File: src/rtl/pipe_hazard_ctrl_if.sv
// Interface between the pipeline decode stage and the hazard/forwarding controller.
// The pipeline side (master) presents the decode-stage instruction and the
// branch resolution; the controller side (slave) returns stall, flush,
// forwarding selects, scoreboard occupancy and the stall counter.
interface pipe_hazard_ctrl_if #(
  parameter int NUM_STAGES = 3,
  parameter int REG_AW     = 5,
  parameter int CNT_W      = 16
);
  localparam int SELW = $clog2(NUM_STAGES + 1);

  // decode-stage instruction and pipeline control
  logic                  enable;
  logic                  id_valid;
  logic [REG_AW-1:0]     id_rs;
  logic [REG_AW-1:0]     id_rt;
  logic                  id_uses_rs;
  logic                  id_uses_rt;
  logic                  id_reg_write;
  logic                  id_mem_to_reg;
  logic [REG_AW-1:0]     id_dst;
  logic                  branch_taken;

  // controller responses
  logic                  stall;
  logic                  flush_if_id;
  logic [SELW-1:0]       fwd_a;
  logic [SELW-1:0]       fwd_b;
  logic [NUM_STAGES-1:0] stage_valid;
  logic [CNT_W-1:0]      stall_count;

  modport master (
    output enable, id_valid, id_rs, id_rt, id_uses_rs, id_uses_rt,
           id_reg_write, id_mem_to_reg, id_dst, branch_taken,
    input  stall, flush_if_id, fwd_a, fwd_b, stage_valid, stall_count
  );

  modport slave (
    input  enable, id_valid, id_rs, id_rt, id_uses_rs, id_uses_rt,
           id_reg_write, id_mem_to_reg, id_dst, branch_taken,
    output stall, flush_if_id, fwd_a, fwd_b, stage_valid, stall_count
  );
endinterface

File: src/rtl/pipe_hazard_ctrl.sv
// Hazard and forwarding controller for the in-order integer pipeline.
// Keeps a shadow scoreboard (valid, reg_write, load, destination) of every
// instruction past decode, one entry per stage (index k-1 holds stage k).
// From it, combinationally: operand forwarding selects (youngest writer wins),
// load-use stall, IF/ID flush for taken decode-stage branches.
// Registered: the scoreboard itself and a saturating stall counter.
// Legal ranges: NUM_STAGES 1..7, LOAD_READY 1..NUM_STAGES.
module pipe_hazard_ctrl #(
  parameter int NUM_STAGES = 3,
  parameter int REG_AW     = 5,
  parameter int LOAD_READY = 3,
  parameter int CNT_W      = 16
) (
  input  logic               clk,
  input  logic               rst,
  pipe_hazard_ctrl_if.slave  bus
);

  localparam int SELW = $clog2(NUM_STAGES + 1);
  localparam logic [SELW-1:0]  LOAD_READY_SEL = SELW'(LOAD_READY);
  localparam logic [CNT_W-1:0] CNT_MAX        = {CNT_W{1'b1}};
  localparam logic [CNT_W-1:0] CNT_ONE        = CNT_W'(1);

  // scoreboard state
  logic [NUM_STAGES-1:0] r_v;
  logic [NUM_STAGES-1:0] r_w;
  logic [NUM_STAGES-1:0] r_l;
  logic [REG_AW-1:0]     r_d [NUM_STAGES];
  logic [CNT_W-1:0]      r_cnt;

  // match / hazard evaluation
  logic            w_hit_a;
  logic            w_hit_b;
  logic            w_load_a;
  logic            w_load_b;
  logic [SELW-1:0] w_sel_a;
  logic [SELW-1:0] w_sel_b;
  logic            w_haz_a;
  logic            w_haz_b;
  logic            w_run;
  logic            w_stall;
  logic            w_flush;
  logic [SELW-1:0] w_fwd_a;
  logic [SELW-1:0] w_fwd_b;

  // Priority search for each operand: scan oldest to youngest so that the
  // youngest matching writer (smallest stage index) overrides older ones.
  // Register 0 is hard-wired zero and never matches.
  always_comb begin
    w_hit_a  = 1'b0;
    w_load_a = 1'b0;
    w_sel_a  = {SELW{1'b0}};
    w_hit_b  = 1'b0;
    w_load_b = 1'b0;
    w_sel_b  = {SELW{1'b0}};
    for (int k = NUM_STAGES; k >= 1; k--) begin
      if (r_v[k-1] && r_w[k-1] && (r_d[k-1] == bus.id_rs) &&
          (bus.id_rs != {REG_AW{1'b0}}) && bus.id_uses_rs) begin
        w_hit_a  = 1'b1;
        w_load_a = r_l[k-1];
        w_sel_a  = SELW'(k);
      end else begin
        w_hit_a  = w_hit_a;
        w_load_a = w_load_a;
        w_sel_a  = w_sel_a;
      end
      if (r_v[k-1] && r_w[k-1] && (r_d[k-1] == bus.id_rt) &&
          (bus.id_rt != {REG_AW{1'b0}}) && bus.id_uses_rt) begin
        w_hit_b  = 1'b1;
        w_load_b = r_l[k-1];
        w_sel_b  = SELW'(k);
      end else begin
        w_hit_b  = w_hit_b;
        w_load_b = w_load_b;
        w_sel_b  = w_sel_b;
      end
    end
  end

  // Load-use hazard: the winning producer is a load whose data only exists
  // from stage LOAD_READY onward. Outputs are forced quiet while in reset.
  always_comb begin
    w_haz_a = w_hit_a & w_load_a & (w_sel_a < LOAD_READY_SEL);
    w_haz_b = w_hit_b & w_load_b & (w_sel_b < LOAD_READY_SEL);
    w_run   = rst & bus.id_valid;
    w_stall = w_run & (w_haz_a | w_haz_b);
    // stall wins over flush: branch operands are not ready, re-evaluate next cycle
    w_flush = w_run & bus.branch_taken & ~w_stall;
    if (w_run && !w_stall) begin
      w_fwd_a = w_sel_a;
      w_fwd_b = w_sel_b;
    end else begin
      w_fwd_a = {SELW{1'b0}};
      w_fwd_b = {SELW{1'b0}};
    end
  end

  // Scoreboard shift: stage 1 takes the decode instruction (bubble on stall),
  // each older stage takes its younger neighbour, the last entry retires.
  always_ff @(posedge clk or negedge rst) begin
    if (!rst) begin
      r_v <= {NUM_STAGES{1'b0}};
      r_w <= {NUM_STAGES{1'b0}};
      r_l <= {NUM_STAGES{1'b0}};
      for (int k = 0; k < NUM_STAGES; k++) begin
        r_d[k] <= {REG_AW{1'b0}};
      end
    end else if (bus.enable) begin
      for (int k = NUM_STAGES - 1; k >= 1; k--) begin
        r_v[k] <= r_v[k-1];
        r_w[k] <= r_w[k-1];
        r_l[k] <= r_l[k-1];
        r_d[k] <= r_d[k-1];
      end
      r_v[0] <= bus.id_valid & ~w_stall;
      r_w[0] <= bus.id_reg_write;
      r_l[0] <= bus.id_mem_to_reg;
      r_d[0] <= bus.id_dst;
    end
  end

  // Saturating count of enabled stall cycles.
  always_ff @(posedge clk or negedge rst) begin
    if (!rst) begin
      r_cnt <= {CNT_W{1'b0}};
    end else if (bus.enable && w_stall && (r_cnt != CNT_MAX)) begin
      r_cnt <= r_cnt + CNT_ONE;
    end
  end

  assign bus.stall       = w_stall;
  assign bus.flush_if_id = w_flush;
  assign bus.fwd_a       = w_fwd_a;
  assign bus.fwd_b       = w_fwd_b;
  assign bus.stage_valid = r_v;
  assign bus.stall_count = r_cnt;

endmodule

File: src/flat_wrapper.sv
// flat-port wrapper written by rule: the top's interface ports become plain ports
module pipe_hazard_ctrl_flat 
#(
  parameter int NUM_STAGES = 3,
  parameter int REG_AW     = 5,
  parameter int LOAD_READY = 3,
  parameter int CNT_W      = 16
)
  (clk, rst, bus_enable, bus_id_valid, bus_id_rs, bus_id_rt, bus_id_uses_rs, bus_id_uses_rt, bus_id_reg_write, bus_id_mem_to_reg, bus_id_dst, bus_branch_taken, bus_stall, bus_flush_if_id, bus_fwd_a, bus_fwd_b, bus_stage_valid, bus_stall_count);
  pipe_hazard_ctrl_if #(.NUM_STAGES(NUM_STAGES), .REG_AW(REG_AW), .CNT_W(CNT_W)) bus_i ();
  input  logic clk;
  input  logic rst;
  input wire logic [$bits(bus_i.enable)-1:0] bus_enable;
  input wire logic [$bits(bus_i.id_valid)-1:0] bus_id_valid;
  input wire logic [$bits(bus_i.id_rs)-1:0] bus_id_rs;
  input wire logic [$bits(bus_i.id_rt)-1:0] bus_id_rt;
  input wire logic [$bits(bus_i.id_uses_rs)-1:0] bus_id_uses_rs;
  input wire logic [$bits(bus_i.id_uses_rt)-1:0] bus_id_uses_rt;
  input wire logic [$bits(bus_i.id_reg_write)-1:0] bus_id_reg_write;
  input wire logic [$bits(bus_i.id_mem_to_reg)-1:0] bus_id_mem_to_reg;
  input wire logic [$bits(bus_i.id_dst)-1:0] bus_id_dst;
  input wire logic [$bits(bus_i.branch_taken)-1:0] bus_branch_taken;
  output wire logic [$bits(bus_i.stall)-1:0] bus_stall;
  output wire logic [$bits(bus_i.flush_if_id)-1:0] bus_flush_if_id;
  output wire logic [$bits(bus_i.fwd_a)-1:0] bus_fwd_a;
  output wire logic [$bits(bus_i.fwd_b)-1:0] bus_fwd_b;
  output wire logic [$bits(bus_i.stage_valid)-1:0] bus_stage_valid;
  output wire logic [$bits(bus_i.stall_count)-1:0] bus_stall_count;
  assign bus_i.enable = bus_enable;
  assign bus_i.id_valid = bus_id_valid;
  assign bus_i.id_rs = bus_id_rs;
  assign bus_i.id_rt = bus_id_rt;
  assign bus_i.id_uses_rs = bus_id_uses_rs;
  assign bus_i.id_uses_rt = bus_id_uses_rt;
  assign bus_i.id_reg_write = bus_id_reg_write;
  assign bus_i.id_mem_to_reg = bus_id_mem_to_reg;
  assign bus_i.id_dst = bus_id_dst;
  assign bus_i.branch_taken = bus_branch_taken;
  assign bus_stall = bus_i.stall;
  assign bus_flush_if_id = bus_i.flush_if_id;
  assign bus_fwd_a = bus_i.fwd_a;
  assign bus_fwd_b = bus_i.fwd_b;
  assign bus_stage_valid = bus_i.stage_valid;
  assign bus_stall_count = bus_i.stall_count;
  pipe_hazard_ctrl #(.NUM_STAGES(NUM_STAGES), .REG_AW(REG_AW), .LOAD_READY(LOAD_READY), .CNT_W(CNT_W)) u_core (.clk(clk), .rst(rst), .bus(bus_i));
endmodule
File: config.mk
export PLATFORM = sky130hd
export DESIGN_NAME = pipe_hazard_ctrl_flat
export DESIGN_NICKNAME = d
export VERILOG_FILES = /design/src/rtl/pipe_hazard_ctrl_if.sv /design/src/rtl/pipe_hazard_ctrl.sv /design/src/flat_wrapper.sv
export SDC_FILE = /design/constraint.sdc
export NUM_CORES = 1
export LEC_CHECK = 0
export CAP_MARGIN = 40
export CORE_UTILIZATION = 35
export DETAILED_ROUTE_END_ITERATION = 8
export PLACE_DENSITY = 0.7
export SLEW_MARGIN = 20
export SYNTH_ARGS = -nofsm -noshare
export SYNTH_HDL_FRONTEND = slang
export SYNTH_SLANG_ARGS = --single-unit
File: constraint.sdc
create_clock -name clk -period 3.55 [get_ports clk]
set_input_delay 0.71 -clock clk [delete_from_list [all_inputs] [get_ports clk]]
set_output_delay 0.71 -clock clk [all_outputs]
set_load 0.02 [all_outputs]
==> metrics.md, run 1 <==
| Metric | Value |
|---|---|
| Status | `finished clean` |
| Slew HR | `65.6%` |
| Fin crit share | `97.7%` |
| Largest net degree at the start of global routing | `42` |
| Vias | `1739` |
| Core footprint | `0.00599 mm²` |
| Max Root-Sink Buffers | `2` |
| Number of global-route vias before repair | `1732` |
| Commonest cells after routing, fill and taps aside | `dfrtp_1, xnor2_1, clkdlybuf4s50_1` |
| Max Freq | `288 MHz` |
| Fin cells | `346` |
| Worst Setup SP | `bus_id_rt[3]` |
| Buffers on Ports | `48` |
| IR Drop Worst-Case VDD | `0.194 mV` |
| H-tree depth | `2` |
| Clock Latency Late Sink | `0.29 ns` |
| Commonest non-fill, non-tap cell in the layout | `dfrtp_1` |
| First-pass detailed-route iteration total | `4` |
| Cells after synthesis | `200` |
| Crit Path Class | `in2out` |
| Critical path launch point type | `primary input` |
| GR Overflow Total | `0` |
| Cell Area, Synth | `0.00220 mm²` |
| Starting Density | `36.8%` |
| Antenna-violating nets left | `0` |
| Worst slew pin tran | `0.515 ns` |
| Clock skew | `0.00688 ns` |
| Full die area | `0.00662 mm²` |
| TritonCTS clock tree | `yes` |
| Hold Crit Start | `u_core.bus.stall_count[10]$_DFFE_PN0P_` |
| Yosys warns | `0` |
| 1st-iter DRT viols | `79` |
| Ports | `49` |
| Chip width | `81.4 µm` |
| Share of layout cells above drive strength 1 | `27.3%` |
| Critical Path AT | `2.76 ns` |
| Fraction of registers with async set/reset | `100%` |
| Synthesized Nets | `225` |
| Syn_area_per_cell | `11.0 µm²` |
| WHS Endpoint | `u_core.bus.stall_count[10]$_DFFE_PN0P_` |
| Gr usage total | `17.0%` |
| Vias per inst | `5.03` |
| Synth cell types | `43` |
| Die Span Y | `81.4 µm` |
| Num CTS Buffers | `5` |
| Min-Delay Path Class | `reg2reg` |
| RSZ-0062 raised after global routing | `no` |
| Leak | `1.28 nW` |
| Worst reg2reg setup slack | `0.87 ns` |
| Total power | `1.07 mW` |
| Max_cap viols | `0` |
| FF-to-FF path depth | `10` |
| # rows | `28` |
| Area Growth Syn to Fin | `36.4%` |
| Hold depth | `1` |
| Initial antenna violation count | `0` |
| Register bit count reported by yosys | `39` |
| Routed len/inst | `14.7 µm` |
| Sequential area share after synthesis | `44.3%` |
| Critical Path Max Stage Delay | `0.55 ns` |
| Slowest cell on the critical path | `or4_4` |
| Layout fillers | `543` |
| Start of the worst register-to-register path | `u_core.r_d[14]$_DFFE_PN0P_` |
| Critical Path RT | `2.84 ns` |
| Remaining DRCs | `0` |
| Dpl hpwl | `3770 µm` |
| Ant diodes | `0` |
| Placer Congestion | `0.861` |
| Final nets | `295` |
| Setup crit end kind | `output pin` |
| Minimum clock period | `3.47 ns` |
| Post-synth EDFFs | `0` |
| Most common flop cell mapped by yosys | `dfrtp_1` |
| Power Density | `356 mW/mm²` |
| First-pass GRT wire length | `8390 µm` |
| Max-slew violation count | `0` |
| Clock root cell | `clkbuf_8` |
| Final WL | `5070 µm` |
| Worst-path maximum fanout | `5` |
| Inst Count DP | `337` |
| RR Endpoint | `u_core.bus.stall_count[14]$_DFFE_PN0P_` |
| Clock transition at path regs | `0.07 ns` |
| Setup-failing EPs final | `0` |
| CTS Sinks | `39` |
| Final Hold Vio Count | `0` |
| Critical path, cell by cell | `dlygate4sd2_1 -> or4_4 -> o21ai_4 -> or3_2 -> o22ai_1 -> a22o_1 -> or2_4 -> a211oi_2 -> buf_4` |
-- routing by layer --
layer	wire [µm]	track usage, %	vias to the layer above
met5	0	0	-
met4	74	5.89	0
met3	329	4.72	6
met2	2230	25.5	48
met1	2440	23.4	836
li1	-	-	849
-- synth_stat cells, types with 3 or more instances --
library cell,count,area (µm²)
nor2_1,6,22.5
dfrtp_1,39,976
clkbuf_1,4,15.0
and3_1,9,56.3
xnor2_1,35,307
xor2_1,5,43.8
nand2_1,8,30.0
nor4_1,3,18.8
inv_1,6,22.5
nand4_1,10,62.6
mux2_2,22,248
nand3_1,10,50.1
-- worst max-delay path by stage --
stage / endpoint / slack (ns) / cells past startpoint
detailed placement: bus_fwd_b[1] / -0.71 / 9
floorplan: bus_fwd_b[1] / 0.23 / 8
finish: bus_fwd_b[1] / 0.08 / 9
global route: bus_fwd_b[1] / 0.005 / 9
global placement: bus_fwd_b[1] / -0.61 / 9
CTS: bus_fwd_b[1] / 0.06 / 9
-- critical path: cells and delay by family --
family,cells,cell delay (ns)
buffers and inverters,2,0.41
and+or+nand+nor,3,0.99
AOI/OAI and AO/OA,4,0.64
-- final cells by class --
class / count / area (µm²) / share of cell area, %
Inverter: 6 / 22.5 / 0.749
Timing Repair Buffer: 70 / 609 / 20.3
Tap cell: 75 / 93.8 / 3.12
Clock buffer: 8 / 100 / 3.33
Sequential cell: 39 / 976 / 32.5
Multi-Input combinational cell: 148 / 1200 / 40.1
-- kinds of logic (layout without fill, tap and decap cells) --
kind of cell               after synthesis  after routing  share of synthesized area [%]
muxes                                   24             24                           12.4
adders and majority gates                1              1                          0.567
AOI/OAI and AO/OA                       15             15                           5.45
buffers and inverters                   13             84                           2.78
xor gates and xnor gates                40             40                           15.9
DFF                                     39             39                           44.3
and+or+nand+nor                         68             68                           18.7
-- registers in the layout (all words and copies together) (netlist names) --
name and cells:
u_core.bus.stage_valid 3, u_core.bus.stall_count 16, u_core.r_w 3, u_core.r_d 15, u_core.r_l 2
-- through the flow --
step | cell area, µm² | hold WS (ns) | util, % | worst slack [ns] | TNS, ns
floorplan | 2200 | 0.414 | - | 0.234 | 0
global placement | 2890 | 0.477 | 48.3 | -0.613 | -3.25
detailed placement | 2890 | 0.483 | 48.3 | -0.708 | -3.70
CTS | 3000 | 0.495 | 50.1 | 0.0582 | 0
global route | 3010 | 0.516 | 50.2 | 0.00515 | 0
finish | 3010 | 0.491 | 50.2 | 0.0815 | 0
-- repair_timing --
item | in CTS | in global routing
gates resized for setup | 43 | 4
setup endpoints to repair | 6 | 4
buffers inserted | 1 | 0
pin swaps | 9 | 4
hold buffers | 0 | 0
-- report_power, final --
part	total [mW]	internal [mW]	leakage [nW]	switching, mW
sequential	0.531	0.483	0.490	0.0475
clock	0.325	0.177	0.0515	0.148
combinational	0.215	0.122	0.741	0.0934
No activity file was read; power rests on OpenSTA's default activity.
==> run 2, diff against run 1 <==
SLEW_MARGIN = default   (was 20)
clock period = 3.8 ns   (was 3.55 ns; I/O delays follow)
==> run 2 against run 1 <==
Net effect:
- final area is 1.2% higher
- register-to-register slack better by 0.30 ns
- critical path depth stayed put
- critical path type unchanged
==> metrics.md, run 2 (same netlist as run 1, synthesis figures left out) <==
| Metric | Value |
|---|---|
| Vias | `1725 (-0.81%)` |
| CTS Sinks | `39 (unchanged)` |
| Final WL | `5190 µm (+2.3%)` |
| Final Hold Vio Count | `0 (unchanged)` |
| Minimum clock period | `3.74 ns` |
| Clock skew | `0.0105 ns (+0.00358 ns)` |
| Full die area | `0.00662 mm² (unchanged)` |
| Area Growth Syn to Fin | `38.0%` |
| Total power | `1.05 mW (-1.8%)` |
| Fin Setup TNS | `0 ns (unchanged)` |
| Commonest non-fill, non-tap cell in the layout | `dfrtp_1` |
| First-pass detailed-route iteration total | `4 (unchanged)` |
| Share of layout cells above drive strength 1 | `27.9% (+0.63 points)` |
| Worst slew pin tran | `0.512 ns (-0.00332 ns)` |
| Internal power | `0.780 mW (-0.25%)` |
| Dpl hpwl | `3760 µm (-0.31%)` |
| 1st-iter DRT viols | `103 (+30%)` |
| Cts hold-fix bufs | `0 (unchanged)` |
| Die Span Y | `81.4 µm (unchanged)` |
| Num CTS Buffers | `5 (unchanged)` |
| Power Density | `346 mW/mm² (-2.9%)` |
| Critical Path AT | `2.98 ns (+0.22 ns)` |
| Leak | `1.32 nW (+2.7%)` |
| P_sw | `0.272 mW (-5.9%)` |
| Max reg flops | `16 (unchanged)` |
| Critical path launch point type | `primary input` |
| Chip width | `81.4 µm (unchanged)` |
| Hold depth | `1 (unchanged)` |
| GR Overflow Total | `0 (unchanged)` |
| # rows | `28 (unchanged)` |
| H-tree depth | `2 (unchanged)` |
| Crit Path Class | `in2out` |
| Vias per inst | `4.97 (-1.1%)` |
| Number of global-route vias before repair | `1694 (-2.2%)` |
| Buffers on Ports | `48 (unchanged)` |
| Worst reg2reg setup slack | `1.17 ns (+0.30 ns)` |
| Fin crit share | `98.5%` |
| Remaining DRCs | `0 (unchanged)` |
| IR Drop Worst-Case VDD | `0.177 mV (-9.0%)` |
| Ant diodes | `0 (unchanged)` |
| Min-Delay Path Class | `reg2reg` |
| Layout fillers | `532 (-2.0%)` |
| Largest net degree at the start of global routing | `42 (unchanged)` |
| TritonCTS clock tree | `yes` |
| Initial antenna violation count | `0 (unchanged)` |
| FF-to-FF path depth | `10 (unchanged)` |
| Routed len/inst | `15.0 µm (+2.1%)` |
| Clock transition at path regs | `0.07 ns (about the same)` |
| Gr usage total | `16.7% (-0.30 points)` |
| Worst-path maximum fanout | `5 (unchanged)` |
| DP Worst Slack | `-0.562 ns (+0.147 ns)` |
| Final nets | `296 (+0.34%)` |
| Start of the worst register-to-register path | `u_core.r_d[14]$_DFFE_PN0P_` |
| Ports | `49 (unchanged)` |
| Starting Density | `36.8% (unchanged)` |
| WHS Endpoint | `u_core.bus.stall_count[5]$_DFFE_PN0P_` |
| Clock network fraction of total power | `33.7% (+3.3 points)` |
| Slew HR | `65.9% (+0.22 points)` |
| Status | `finished clean` |
| RR Endpoint | `u_core.bus.stall_count[14]$_DFFE_PN0P_` |
| Sequential share of power | `47.2% (-2.4 points)` |
| Critical Path RT | `3.04 ns (+0.20 ns)` |
| Setup ws final | `0.0556 ns (-0.0259 ns)` |
| Cell area after placement | `0.00289 mm² (unchanged)` |
| Setup-failing EPs final | `0 (unchanged)` |
| Setup crit end kind | `output pin` |
| FF/Latch Area | `976 µm² (unchanged)` |
| Clock Latency Late Sink | `0.29 ns (about the same)` |
| Comb power frac | `19.2% (-0.9 points)` |
| First-pass GRT wire length | `8270 µm (-1.5%)` |
| Commonest cells after routing, fill and taps aside | `dfrtp_1, xnor2_1, clkdlybuf4s50_1` |
| Switching part of the total | `25.8% (-1.1 points)` |
| Max Freq | `267 MHz` |
| Area of the multi-input gates | `0.00119 mm² (-0.83%)` |
| Max Root-Sink Buffers | `2 (unchanged)` |
| Antenna-violating nets left | `0 (unchanged)` |
| Placer Congestion | `0.861 (about the same)` |
| Max-slew violation count | `0 (unchanged)` |
| Fin area | `0.00304 mm² (+1.2%)` |
| Clock root cell | `clkbuf_8` |
| Hold Crit Start | `u_core.bus.stall_count[5]$_DFFE_PN0P_` |
| Max_cap viols | `0 (unchanged)` |
| Core footprint | `0.00599 mm² (unchanged)` |
run 2: cell count changes in the layout (fill, tap and decap cells not counted), moves of 2 or more:
cell             previous run  this run
buf_4                      24        26
dlygate4sd2_1               8         1
dlymetal6s2s_1              1         5
clkdlybuf4s50_1            31        35
nor3_2                      1         3
nor3_4                      2         0
run 2: per-stage QoR:
step	hold slack, ns	utilization, %	std cells
floorplan	0.464	-	200
global placement	0.477	48.3	337
detailed placement	0.479	48.3	337
CTS	0.495	49.8	345
global route	0.518	50.8	347
finish	0.491	50.8	347
run 2: layer usage:
layer	global-route usage, %	part of all wire, %	up-vias
met5	0	0	-
met3	3.82	5.3	2
met4	4.82	0.64	0
li1	-	-	849
met1	24.2	49	830
met2	24.6	45	44
run 2: worst max path at each step:
stage | cells after the start | slack (ns) | to | from
2_1_floorplan | 8 | 0.38 | bus_fwd_b[1] | bus_id_rt[1]
3_3_place_gp | 9 | -0.46 | bus_fwd_b[1] | bus_id_rt[4]
3_5_place_dp | 9 | -0.56 | bus_fwd_b[1] | bus_id_rt[4]
4_1_cts | 9 | -0.03 | bus_fwd_b[1] | bus_id_rs[2]
5_1_grt | 9 | -0.02 | bus_fwd_b[1] | bus_id_rs[3]
6_report | 9 | 0.06 | bus_fwd_b[1] | bus_id_rs[3]
run 2: cell type report:
cell class              instances  area share, %
well taps                      75           3.09
flip-flops and latches         39           32.1
inverters                       6          0.740
repair buffers                 71           20.9
clock buffers                   6           2.71
clock inverters                 2           1.15
multi-input cells             148           39.3
run 2: power by group through the flow:
stage,logic (mW),registers [mW],clock network [mW]
global placement,0.196,0.501,0
floorplan,0.111,0.498,0
global route,0.221,0.503,0.383
detailed placement,0.199,0.504,0
CTS,0.199,0.496,0.364
finish,0.202,0.496,0.354
run 2: timing repair:
action | 4_1_cts | 5_1_grt
pin swaps | 1 | 10
resized for setup | 26 | 13
buffers inserted | 0 | 2
endpoints found under the setup margin | 6 | 6
run 2: worst max-delay path, cell delays in order:
cell	delay, ns
clkdlybuf4s50_1	0.42
or4_4	0.55
o21ai_4	0.20
or3_4	0.16
o22ai_1	0.07
a22o_1	0.20
or2_4	0.28
a211oi_2	0.16
buf_4	0.17
